--- config.mk ---
export PLATFORM = sky130hd
export DESIGN_NAME = id_exe_ctrl
export DESIGN_NICKNAME = d
export VERILOG_FILES = /design/src/rtl/vp_ctrl_pkg.sv /design/src/rtl/vreg_scoreboard.sv /design/src/rtl/id_exe_ctrl.sv
export SDC_FILE = /design/constraint.sdc
export NUM_CORES = 1
export LEC_CHECK = 0
export CORE_MARGIN = 5
export CORE_UTILIZATION = 52
export CTS_BUF_LIST = sky130_fd_sc_hd__clkbuf_4
export DETAILED_ROUTE_END_ITERATION = 6
export PLACE_DENSITY = 0.83
export SLEW_MARGIN = 20
export SYNTH_ARGS = -nofsm -noshare
export SYNTH_HDL_FRONTEND = slang
export SYNTH_HIERARCHICAL = 1
export SYNTH_SLANG_ARGS = --single-unit
--- constraint.sdc ---
create_clock -name clk -period 4.3 [get_ports clk]
set_input_delay 0.86 -clock clk [delete_from_list [all_inputs] [get_ports clk]]
set_output_delay 0.86 -clock clk [all_outputs]
set_load 0.02 [all_outputs]
--- src/rtl/vp_ctrl_pkg.sv ---
// Shared vector-pipeline control definitions: default sizes, FSM state type and
// the register-address type also used by the decode stage.
package vp_ctrl_pkg;

  localparam int unsigned VP_NREG      = 16;
  localparam int unsigned VP_MAX_BEATS = 8;
  localparam int unsigned VP_AW        = $clog2(VP_NREG);
  localparam int unsigned VP_BW        = $clog2(VP_MAX_BEATS);

  typedef logic [VP_AW-1:0] vreg_addr_t;

  typedef enum logic [0:0] {
    IDLE = 1'b0,
    EXEC = 1'b1
  } state_t;

endpackage

--- src/rtl/vreg_scoreboard.sv ---
// Pending-write scoreboard for the vector register file. The pend output already
// has this cycle's write-back removed so a hazard can resolve in the same cycle.
module vreg_scoreboard
  import vp_ctrl_pkg::*;
#(
  parameter int unsigned NREG = VP_NREG,
  localparam int unsigned AW  = $clog2(NREG)
) (
  input  logic            clk,
  input  logic            rst,
  input  logic            set_en,
  input  logic [AW-1:0]   set_addr,
  input  logic            clr_en,
  input  logic [AW-1:0]   clr_addr,
  output logic [NREG-1:0] pend
);

  logic [NREG-1:0] sb;
  logic [NREG-1:0] set_mask;
  logic [NREG-1:0] clr_mask;

  always_comb begin
    set_mask = '0;
    clr_mask = '0;
    if (set_en) set_mask[set_addr] = 1'b1;
    if (clr_en) clr_mask[clr_addr] = 1'b1;
  end

  assign pend = sb & ~clr_mask;

  // Set is applied after the clear, so a same-cycle set of the same register wins.
  always_ff @(posedge clk) begin
    if (rst) sb <= '0;
    else     sb <= pend | set_mask;
  end

endmodule

--- src/rtl/id_exe_ctrl.sv ---
// ID/EXE issue controller: gates loading of ID/EXE on EXE occupancy and register
// hazards, then sequences the multi-beat instruction through EXE.
module id_exe_ctrl
  import vp_ctrl_pkg::*;
#(
  parameter int unsigned NREG      = VP_NREG,
  parameter int unsigned MAX_BEATS = VP_MAX_BEATS,
  localparam int unsigned AW       = $clog2(NREG),
  localparam int unsigned BW       = $clog2(MAX_BEATS)
) (
  input  logic          clk,
  input  logic          rst,
  input  logic          id_valid,
  input  logic [AW-1:0] id_src1,
  input  logic [AW-1:0] id_src2,
  input  logic          id_use1,
  input  logic          id_use2,
  input  logic [AW-1:0] id_dest,
  input  logic          id_wr,
  input  logic [BW:0]   id_beats,
  input  logic          flush,
  input  logic          wb_valid,
  input  logic [AW-1:0] wb_dest,
  output logic          id_exe_load,
  output logic          id_exe_bubble,
  output logic          if_id_stall,
  output logic          exe_valid,
  output logic [BW-1:0] exe_beat,
  output logic          exe_first,
  output logic          exe_last
);

  state_t          state;
  logic [BW-1:0]   beat_cnt;
  logic [BW:0]     beats_q;
  logic [BW:0]     beats_eff;
  logic [NREG-1:0] pend;
  logic            exec;
  logic            last;
  logic            hazard;
  logic            exe_free;
  logic            accept;

  vreg_scoreboard #(.NREG(NREG)) u_sb (
    .clk      (clk),
    .rst      (rst),
    .set_en   (accept & id_wr),
    .set_addr (id_dest),
    .clr_en   (wb_valid),
    .clr_addr (wb_dest),
    .pend     (pend)
  );

  assign exec      = (state == EXEC);
  assign last      = exec && ({1'b0, beat_cnt} == beats_q - (BW+1)'(1));
  assign hazard    = (id_use1 & pend[id_src1]) | (id_use2 & pend[id_src2]) |
                     (id_wr & pend[id_dest]);
  assign exe_free  = ~exec | last;
  assign accept    = id_valid & ~flush & ~hazard & exe_free & ~rst;
  assign beats_eff = (id_beats == '0) ? (BW+1)'(1) : id_beats;

  // Reset is synchronous, so state may still read EXEC during the rst cycle;
  // the EXE-facing outputs are masked to present an empty stage immediately.
  assign id_exe_load   = accept;
  assign id_exe_bubble = rst | (~accept & exe_free);
  assign if_id_stall   = id_valid & ~flush & ~accept & ~rst;
  assign exe_valid     = exec & ~rst;
  assign exe_beat      = rst ? '0 : beat_cnt;
  assign exe_first     = exec & ~rst & (beat_cnt == '0);
  assign exe_last      = last & ~rst;

  always_ff @(posedge clk) begin
    if (rst) begin
      state    <= IDLE;
      beat_cnt <= '0;
      beats_q  <= '0;
    end else if (accept) begin
      state    <= EXEC;
      beat_cnt <= '0;
      beats_q  <= beats_eff;
    end else if (exec) begin
      if (last) state <= IDLE;
      else      beat_cnt <= beat_cnt + BW'(1);
    end
  end

endmodule

==> Implementation_results.wiki, run 1 <==
{| class="wikitable"
! Metric !! Value
|-
| Initial antenna violation count || 0
|-
| Y dimension of the die || 66.70 um
|-
| Cell count of the worst hold path || 2
|-
| Worst hold start || u_sb/sb[1]
|-
| Residual antenna-violating net count after detailed routing || 0
|-
| Layout net count || 298
|-
| Average size of a mapped cell || 8.442 sq um
|-
| Maximum number of pins on one net before global-route repair || 18
|-
| Final clock period utilization by the worst path || 0.9870
|-
| Number of nets in the synthesized netlist || 229
|-
| PwrDens || 216.8 nW/um^2
|-
| Post-synth ARST share || 0
|-
| Clock latency reported for the late side of the worst-skew pair || 330 ps
|-
| Synth top area share || 0.2874
|-
| Period minus WS final || 4244 ps
|-
| Post-Route Hold Slack || 471.0 ps
|-
| TNS Setup || 0 ps
|-
| Drt first-iter violations || 158
|-
| Overall routed net length || 5.114 mm
|-
| Signed area change from the synthesized netlist to the final layout || 42.89%
|-
| Number of sinks on the clock net || 24
|-
| Fmax || 0.2356 GHz
|-
| Count of synthesis-stage warnings from yosys || 6
|-
| Row cnt || 20
|-
| Clk Tree Root Cell || sky130_fd_sc_hd__clkbuf_4
|-
| Clock tree from TritonCTS || done
|-
| Worst-case register-to-register setup slack || 1070 ps
|-
| Synth Flop Type || sky130_fd_sc_hd__dfxtp_1
|-
| Cell area after technology mapping || 1672 sq um
|-
| Ordered cell list for the critical path || dlygate4sd2_1 -> or2_4 -> o21ai_2 -> inv_1 -> mux2_1 -> o311ai_2 -> nor3_1 -> or4_4 -> nor3_4 -> o21ai_2 -> buf_4
|-
| Number of buffers created by CTS || 3
|-
| Critical path endpoint category || primary output
|-
| # H-tree levels || 1
|-
| Count of TritonRoute iterations in the first routing pass || 4
|-
| Switching share of total power || 0.2629
|-
| Crit path DAT || 3380 ps
|-
| Total count of max-transition violations in the final report || 0
|-
| Maximum root-to-sink buffer count || 2
|-
| Port buffer count || 36
|-
| Measured slew at the worst slew-check pin || 540.9 ps
|-
| Critical path fanouts, max || 4
|-
| Worst Path Class, Setup || in -> out
|-
| Setup repair after global routing missed its margin || false
|-
| Number of register bits inferred by synthesis || 24
|-
| Leakage power total || 0.001025 uW
|-
| Worst supply voltage drop on vdd || 0.1801 mV
|-
| Total of max-cap violations || 0
|-
| Total inserted antenna cells || 0
|-
| Switching pwr || 136.1 uW
|-
| Remaining Overflow, GRT || 0
|-
| Standard cell core area || 3078 sq um
|-
| Number of placed instances with taps included || 302
|-
| # IOs || 37
|-
| Most frequent cell on the critical path || sky130_fd_sc_hd__o21ai_2
|-
| Number of cells on the worst reg-to-reg path || 13
|-
| End of the worst register-to-register path || u_sb/sb[3]
|-
| Number of enable-type register cells in the synthesized netlist || 0
|-
| Cell type with the largest total area after synthesis || sky130_fd_sc_hd__dfxtp_1
|-
| Clock Pin Slew Worst Setup and Hold Paths || 140 ps
|-
| Chip Width || 66.70 um
|-
| Routed wire per std cell || 16.50 um
|-
| Dominant cell by count in the synthesized netlist || sky130_fd_sc_hd__dfxtp_1
|-
| Highest-delay cell along the critical path || sky130_fd_sc_hd__or4_4
|-
| Power share of the combinational group || 0.232
|-
| Dpl hpwl || 3.753 mm
|-
| Post-synthesis instance total || 198
|-
| Seq/Total Area, Yosys || 0.2874
|-
| Number of standard cells in the final layout excluding fillers || 310
|-
| Number of hold buffers added after cts || 0
|-
| Final Wtd Congestion || 0.9002
|-
| Biggest area contributors in the synthesized netlist || sky130_fd_sc_hd__dfxtp_1 (29%), sky130_fd_sc_hd__mux4_2 (11%), sky130_fd_sc_hd__a21oi_1 (5.4%)
|-
| Unique cell type count in the Yosys netlist || 44
|-
| Layout cells sized above 1 || 0.2857
|-
| Worst flop-to-flop path startpoint || beats_q[0]
|-
| Internal power component || 381.6 uW
|-
| Critical Path Max Stage Delay || 520 ps
|-
| Via density || 5.610
|-
| Via count of the first global-routing pass || 1,713
|-
| Max-Slew Margin vs Limit || 0.6362
|-
| Reg power frac || 0.444
|-
| Floorplan die area || 4448 sq um
|-
| Total of endpoints with negative setup slack in the final report || 0
|-
| Worst EP required || 3440 ps
|-
| DR vias || 1,739
|-
| Most used standard cells in the synthesized netlist || sky130_fd_sc_hd__dfxtp_1 (24), sky130_fd_sc_hd__inv_1 (23), sky130_fd_sc_hd__nand2_1 (21)
|-
| Run status || complete, no violations
|-
| End of the worst hold path || u_sb/sb[1]
|-
| Initial Utilization || 0.5431
|-
| DRC violations left || 0
|-
| Category of the worst setup path launch point || primary input
|-
| Origin of the worst setup path || wb_dest[0]
|-
| Total routing usage reported by global routing || 0.2314
|-
| Wire length of the first global-routing pass || 7.790 mm
|-
| Endpoints failing hold || 0
|-
| Worst hold path class || reg -> reg
|-
| Worst setup skew after layout || 8.138 ps
|-
| Share of total power in the clock network || 0.323
|}
## sequential cells by signal, summed over array words and instances, names as in the netlist
register and count:
beat_cnt 3, exec 1, u_sb/sb 16, beats_q 4
## worst max-delay path by stage
stage                               end  slack (ps)
after global routing      id_exe_bubble           5
after CTS                 id_exe_bubble           9
final                     id_exe_bubble          60
after detailed placement    id_exe_load        -780
after global placement      id_exe_load        -740
after floorplan              u_sb/sb[3]           8
## cell families after synthesis
logic type,Yosys count,share of synthesized area
buffers and inverters,28,0.06736
multiplexers,15,0.1699
flip-flops,24,0.2874
AO/OA/AOI/OAI,47,0.1654
XOR/XNOR,7,0.03668
AND/OR/NAND/NOR,74,0.2508
adder cells (fa/ha/maj),3,0.02246
## cell usage in the layout (no fill, tap or decap), types with 3 or more instances in the layout
cell and instances:
sky130_fd_sc_hd__buf_4 33, sky130_fd_sc_hd__clkdlybuf4s50_1 28, sky130_fd_sc_hd__dfxtp_1 24, sky130_fd_sc_hd__inv_1 21
sky130_fd_sc_hd__nand2_1 20, sky130_fd_sc_hd__a21oi_1 18, sky130_fd_sc_hd__o21ai_2 11, sky130_fd_sc_hd__mux4_2 8
sky130_fd_sc_hd__nor2b_1 7, sky130_fd_sc_hd__nor2_1 7, sky130_fd_sc_hd__nor3_1 6, sky130_fd_sc_hd__xnor2_1 5
sky130_fd_sc_hd__nand3_1 5, sky130_fd_sc_hd__nand2b_1 4, sky130_fd_sc_hd__o21ai_0 4, sky130_fd_sc_hd__mux2i_1 4
sky130_fd_sc_hd__clkbuf_2 4, sky130_fd_sc_hd__o21ai_1 4, sky130_fd_sc_hd__and2b_1 3, sky130_fd_sc_hd__o211ai_1 3
sky130_fd_sc_hd__ha_1 3, sky130_fd_sc_hd__clkbuf_4 3
## routing by layer
| metal | part of all wire | GRT usage |
|---|---|---|
| met5 | 0 | 0 |
| met1 | 0.43 | 0.2806 |
| met4 | 0.024 | 0.1015 |
| met3 | 0.049 | 0.03035 |
| met2 | 0.50 | 0.4047 |
## metrics by stage
stage / util / worst slack (ps) / power, uW / cell area (sq um)
after CTS: 0.7711 / 9.063 / 512.2 / 2374
after global placement: 0.7390 / -744.7 / 345.6 / 2275
after floorplan: - / 7.661 / 285.9 / 1672
final: 0.7760 / 55.78 / 517.8 / 2389
after global routing: 0.7760 / 5.379 / 535.5 / 2389
after detailed placement: 0.7390 / -782.2 / 349.2 / 2275
## power by group through the flow
stage	Combinational (uW)	Clock, uW	Sequential, uW
2_1_floorplan	52.0	0	234
5_1_grt	129	176	231
3_5_place_dp	114	0	235
6_report	120	167	230
4_1_cts	117	165	230
3_3_place_gp	111	0	235
## cell type report
type                       instances  area (sq um)
inverter                          24         90.09
fill                             199         689.4
sequential                        24         480.5
tap                               44         55.05
clock inverter                     1         30.03
multi-input combinational        146          1144
timing repair buffer              68         566.8
clock buffer                       3         22.52
## what timing repair did
| action | CTS | global route |
|---|---|---|
| gates resized for setup | 46 | 13 |
| buffers inserted | 3 | 1 |
| setup endpoints to repair | 5 | 3 |
| pin swaps | 9 | 9 |
| hold endpoints to repair | 0 | 0 |
## worst max-delay path: cells and delay by family
kind                   cells  cell delay, ps
buffers and inverters      3             530
and+or+nand+nor            4            1130
AOI/OAI and AO/OA          3             510
muxes                      1             340
Note: power is estimated with default switching activity, not from simulation.
==> run 2, diff against run 1 <==
--- a/config.mk
+++ b/config.mk
@@ -10,7 +10,6 @@
 export CTS_BUF_LIST = sky130_fd_sc_hd__clkbuf_4
 export DETAILED_ROUTE_END_ITERATION = 6
 export PLACE_DENSITY = 0.83
-export SLEW_MARGIN = 20
 export SYNTH_ARGS = -nofsm -noshare
 export SYNTH_HDL_FRONTEND = slang
 export SYNTH_HIERARCHICAL = 1
==> results of run 2 <==
Final layout, timing and power as in run 1 (identical DEF).
==> run 3, diff against run 2 <==
--- a/config.mk
+++ b/config.mk
@@ -6,10 +6,12 @@
 export NUM_CORES = 1
 export LEC_CHECK = 0
 export CORE_MARGIN = 5
-export CORE_UTILIZATION = 52
+export CORE_UTILIZATION = 47
 export CTS_BUF_LIST = sky130_fd_sc_hd__clkbuf_4
 export DETAILED_ROUTE_END_ITERATION = 6
-export PLACE_DENSITY = 0.83
+export PLACE_DENSITY = 0.79
+export SKIP_LAST_GASP = 1
+export SLEW_MARGIN = 10
 export SYNTH_ARGS = -nofsm -noshare
 export SYNTH_HDL_FRONTEND = slang
 export SYNTH_HIERARCHICAL = 1
==> constraint.sdc (replaced) <==
create_clock -name clk -period 3.5 [get_ports clk]
set_input_delay 0.7 -clock clk [delete_from_list [all_inputs] [get_ports clk]]
set_output_delay 0.7 -clock clk [all_outputs]
set_load 0.02 [all_outputs]
==> run 3 against run 2 <==
The flow now finishes with violations (setup timing). Routed wire length shrank 5.5%. Global-route usage shrank 4.1 points. Final cell count grew 1.9%. Count of clock-buffer cells in the layout is the same. Worst setup slack lost 420 ps. Clock skew shrank 4.6 ps. Cell area grew 6.1%. Die area grew 9.0%. Via count grew 1.5%. Critical path type unchanged. Largest power group unchanged.
==> Implementation_results.wiki, run 3 (synthesis results as in run 1) <==
{| class="wikitable"
! Metric !! Value
|-
| DRC violations left || 0 (unchanged)
|-
| Number of hold buffers added after cts || 0 (unchanged)
|-
| Total of max-cap violations || 0 (unchanged)
|-
| Max-Slew Margin vs Limit || 0.5697 (-0.06652)
|-
| Reg power frac || 0.496 (+0.052)
|-
| Final Wtd Congestion || 0.9734 (+8.1%)
|-
| Number of buffers created by CTS || 3 (unchanged)
|-
| Power share of the combinational group || 0.288 (+0.056)
|-
| Max reg flops || 16 (unchanged)
|-
| Overall routed net length || 4.832 mm (-5.5%)
|-
| Count of TritonRoute iterations in the first routing pass || 4 (unchanged)
|-
| Number of cells on the worst reg-to-reg path || 12 (-1)
|-
| Maximum number of pins on one net before global-route repair || 20 (+2)
|-
| Critical path fanouts, max || 4 (unchanged)
|-
| Dpl hpwl || 3.537 mm (-5.8%)
|-
| Switching share of total power || 0.2878 (+0.02488)
|-
| Multi-input gate area in the final layout || 1256 sq um (+9.8%)
|-
| Total inserted antenna cells || 0 (unchanged)
|-
| Share of total power in the clock network || 0.215 (-0.108)
|-
| Y dimension of the die || 69.64 um (+4.4%)
|-
| Regs by FF count || u_sb/sb x16, beats_q x4, beat_cnt x3
|-
| Most frequent standard cell in the layout excluding fill and tap cells || sky130_fd_sc_hd__buf_4
|-
| Worst Path Class, Setup || in -> out
|-
| Worst setup slack after layout || -367.7 ps (-423.5 ps)
|-
| Number of sinks on the clock net || 24 (unchanged)
|-
| Most flops, register || u_sb/sb
|-
| Layout net count || 302 (+1.3%)
|-
| Residual antenna-violating net count after detailed routing || 0 (unchanged)
|-
| Clk Tree Root Cell || sky130_fd_sc_hd__clkbuf_4
|-
| Floorplan die area || 4849 sq um (+9.0%)
|-
| Finished Cell Area || 2534 sq um (+6.1%)
|-
| Number of filler instances in the final layout || 235 (+18%)
|-
| # H-tree levels || 1 (unchanged)
|-
| Crit path DAT || 3170 ps (-210 ps)
|-
| Worst setup skew after layout || 3.494 ps (-4.645 ps)
|-
| Footprint of the flip-flops and latches || 480.5 sq um (unchanged)
|-
| Signed area change from the synthesized netlist to the final layout || 51.57%
|-
| Leading cell types in the layout, fill and taps excluded || sky130_fd_sc_hd__buf_4 (34), sky130_fd_sc_hd__clkdlybuf4s50_1 (28), sky130_fd_sc_hd__dfxtp_1 (24), sky130_fd_sc_hd__nand2_1 (20), sky130_fd_sc_hd__inv_1 (19)
|-
| Endpoints failing hold || 0 (unchanged)
|-
| Cell count of the worst hold path || 2 (unchanged)
|-
| Wire length of the first global-routing pass || 7.707 mm (-1.1%)
|-
| Total routing usage reported by global routing || 0.1902 (-0.04115)
|-
| Worst hold path class || reg -> reg
|-
| TNS Setup || -1017 ps (-1017 ps)
|-
| Total of endpoints with negative setup slack in the final report || 3 (+3)
|-
| Initial antenna violation count || 0 (unchanged)
|-
| Critical path endpoint category || primary output
|-
| Failing checks || setup timing
|-
| # IOs || 37 (unchanged)
|-
| Total cell area at the placement stage || 2320 sq um (+2.0%)
|-
| DR vias || 1,765 (+1.5%)
|-
| Maximum root-to-sink buffer count || 2 (unchanged)
|-
| Remaining Overflow, GRT || 0 (unchanged)
|-
| Period minus WS final || 3868 ps
|-
| Via density || 5.585 (-0.43%)
|-
| Internal power component || 405.3 uW (+6.2%)
|-
| Row cnt || 21 (+5.0%)
|-
| Initial Utilization || 0.4932 (-0.04992)
|-
| Fmax || 0.2586 GHz
|-
| Drt first-iter violations || 62 (-61%)
|-
| Layout cells sized above 1 || 0.3593 (+0.07354)
|-
| Worst supply voltage drop on vdd || 0.2081 mV (+16%)
|-
| Run status || complete, but fails checks
|-
| Port buffer count || 36 (unchanged)
|-
| PwrDens || 224.6 nW/um^2 (+3.6%)
|-
| Standard cell core area || 3390 sq um (+10%)
|-
| Clock tree from TritonCTS || done
|-
| Measured slew at the worst slew-check pin || 639.8 ps (+98.89 ps)
|-
| Leakage power total || 0.001049 uW (+2.4%)
|-
| Switching pwr || 163.8 uW (+20%)
|-
| Via count of the first global-routing pass || 1,636 (-4.5%)
|-
| Routed wire per std cell || 15.29 um (-7.3%)
|-
| Final clock period utilization by the worst path || 1.105
|-
| Category of the worst setup path launch point || primary input
|-
| Setup repair after global routing missed its margin || true
|-
| Clock latency reported for the late side of the worst-skew pair || 310 ps (-20 ps)
|-
| Chip Width || 69.64 um (+4.4%)
|-
| Total count of max-transition violations in the final report || 0 (unchanged)
|-
| Worst EP required || 2800 ps (-640 ps)
|-
| Clock Pin Slew Worst Setup and Hold Paths || 130 ps (about the same)
|}
==> run 3: cell types whose count changed in the layout (fill, tap and decap cells not counted), moves of 2 or more <==
cell,delta
sky130_fd_sc_hd__a21oi_1,-3
sky130_fd_sc_hd__a21oi_2,+3
sky130_fd_sc_hd__and3b_1,-2
sky130_fd_sc_hd__and3b_2,+2
sky130_fd_sc_hd__buf_2,+2
sky130_fd_sc_hd__buf_6,+6
sky130_fd_sc_hd__clkbuf_2,-4
sky130_fd_sc_hd__inv_1,-2
sky130_fd_sc_hd__inv_2,+2
sky130_fd_sc_hd__o21ai_0,-2
sky130_fd_sc_hd__o21ai_4,+4
==> run 3: routing by layer <==
metal	track usage	vias to the layer above	wire, um
met4	0.05106	0	102
met3	0.02174	13	255
met2	0.3294	68	2351
li1	-	851	-
met1	0.2500	833	2123
met5	0	-	0
==> run 3: final timing paths <==
kind / start / end / slack (ps)
worst max-delay path: wb_dest[2] / id_exe_bubble / -370
worst min-delay path: u_sb/sb[9] / u_sb/sb[9] / 470
worst max register to register: beats_q[0] / u_sb/sb[2] / 600
worst min register to register: u_sb/sb[9] / u_sb/sb[9] / 470
==> run 3: through the flow <==
stage          total power [uW]  hold WS, ps    util  instances  setup slack [ps]
6_report                  569.1        471.8  0.7475        316            -367.7
5_1_grt                   591.3        518.7  0.7475        316            -477.8
4_1_cts                   560.7        474.6  0.7180        312            -346.8
3_5_place_dp              433.7        457.5  0.6844        304             -1227
3_3_place_gp              431.7        448.0  0.6844        304             -1174
2_1_floorplan             356.8        439.5       -        198            -189.1
==> run 3: power groups by stage <==
stage	clock [uW]	sequential [uW]	combinational [uW]
6_report	122	282	164
5_1_grt	132	283	176
4_1_cts	124	282	154
3_5_place_dp	0	288	145
3_3_place_gp	0	288	143
2_1_floorplan	0	287	69.4
==> run 3: what timing repair did <==
item / CTS / global route
endpoints found under the setup margin: 23 / 16
pin swaps: 11 / 11
resized for setup: 65 / 21
setup buffers: 4 / 4
==> run 3: critical path, stage by stage <==
cell	delay, ps
sky130_fd_sc_hd__buf_6	100
sky130_fd_sc_hd__nand3b_1	280
sky130_fd_sc_hd__o21ai_2	230
sky130_fd_sc_hd__inv_2	70
sky130_fd_sc_hd__mux2_4	280
sky130_fd_sc_hd__o311ai_4	290
sky130_fd_sc_hd__nor3_2	90
sky130_fd_sc_hd__or4_4	560
sky130_fd_sc_hd__nor3_4	240
sky130_fd_sc_hd__buf_6	140
sky130_fd_sc_hd__o21ai_4	50
sky130_fd_sc_hd__buf_6	130
==> run 3: area by class of cell <==
| class | count | area share |
|---|---|---|
| Clock buffer | 3 | 0.008889 |
| Timing Repair Buffer | 72 | 0.2459 |
| Clock inverter | 1 | 0.001481 |
| Sequential cell | 24 | 0.1896 |
| Inverter | 24 | 0.03556 |
| Tap cell | 46 | 0.02272 |
| Multi-Input combinational cell | 146 | 0.4958 |
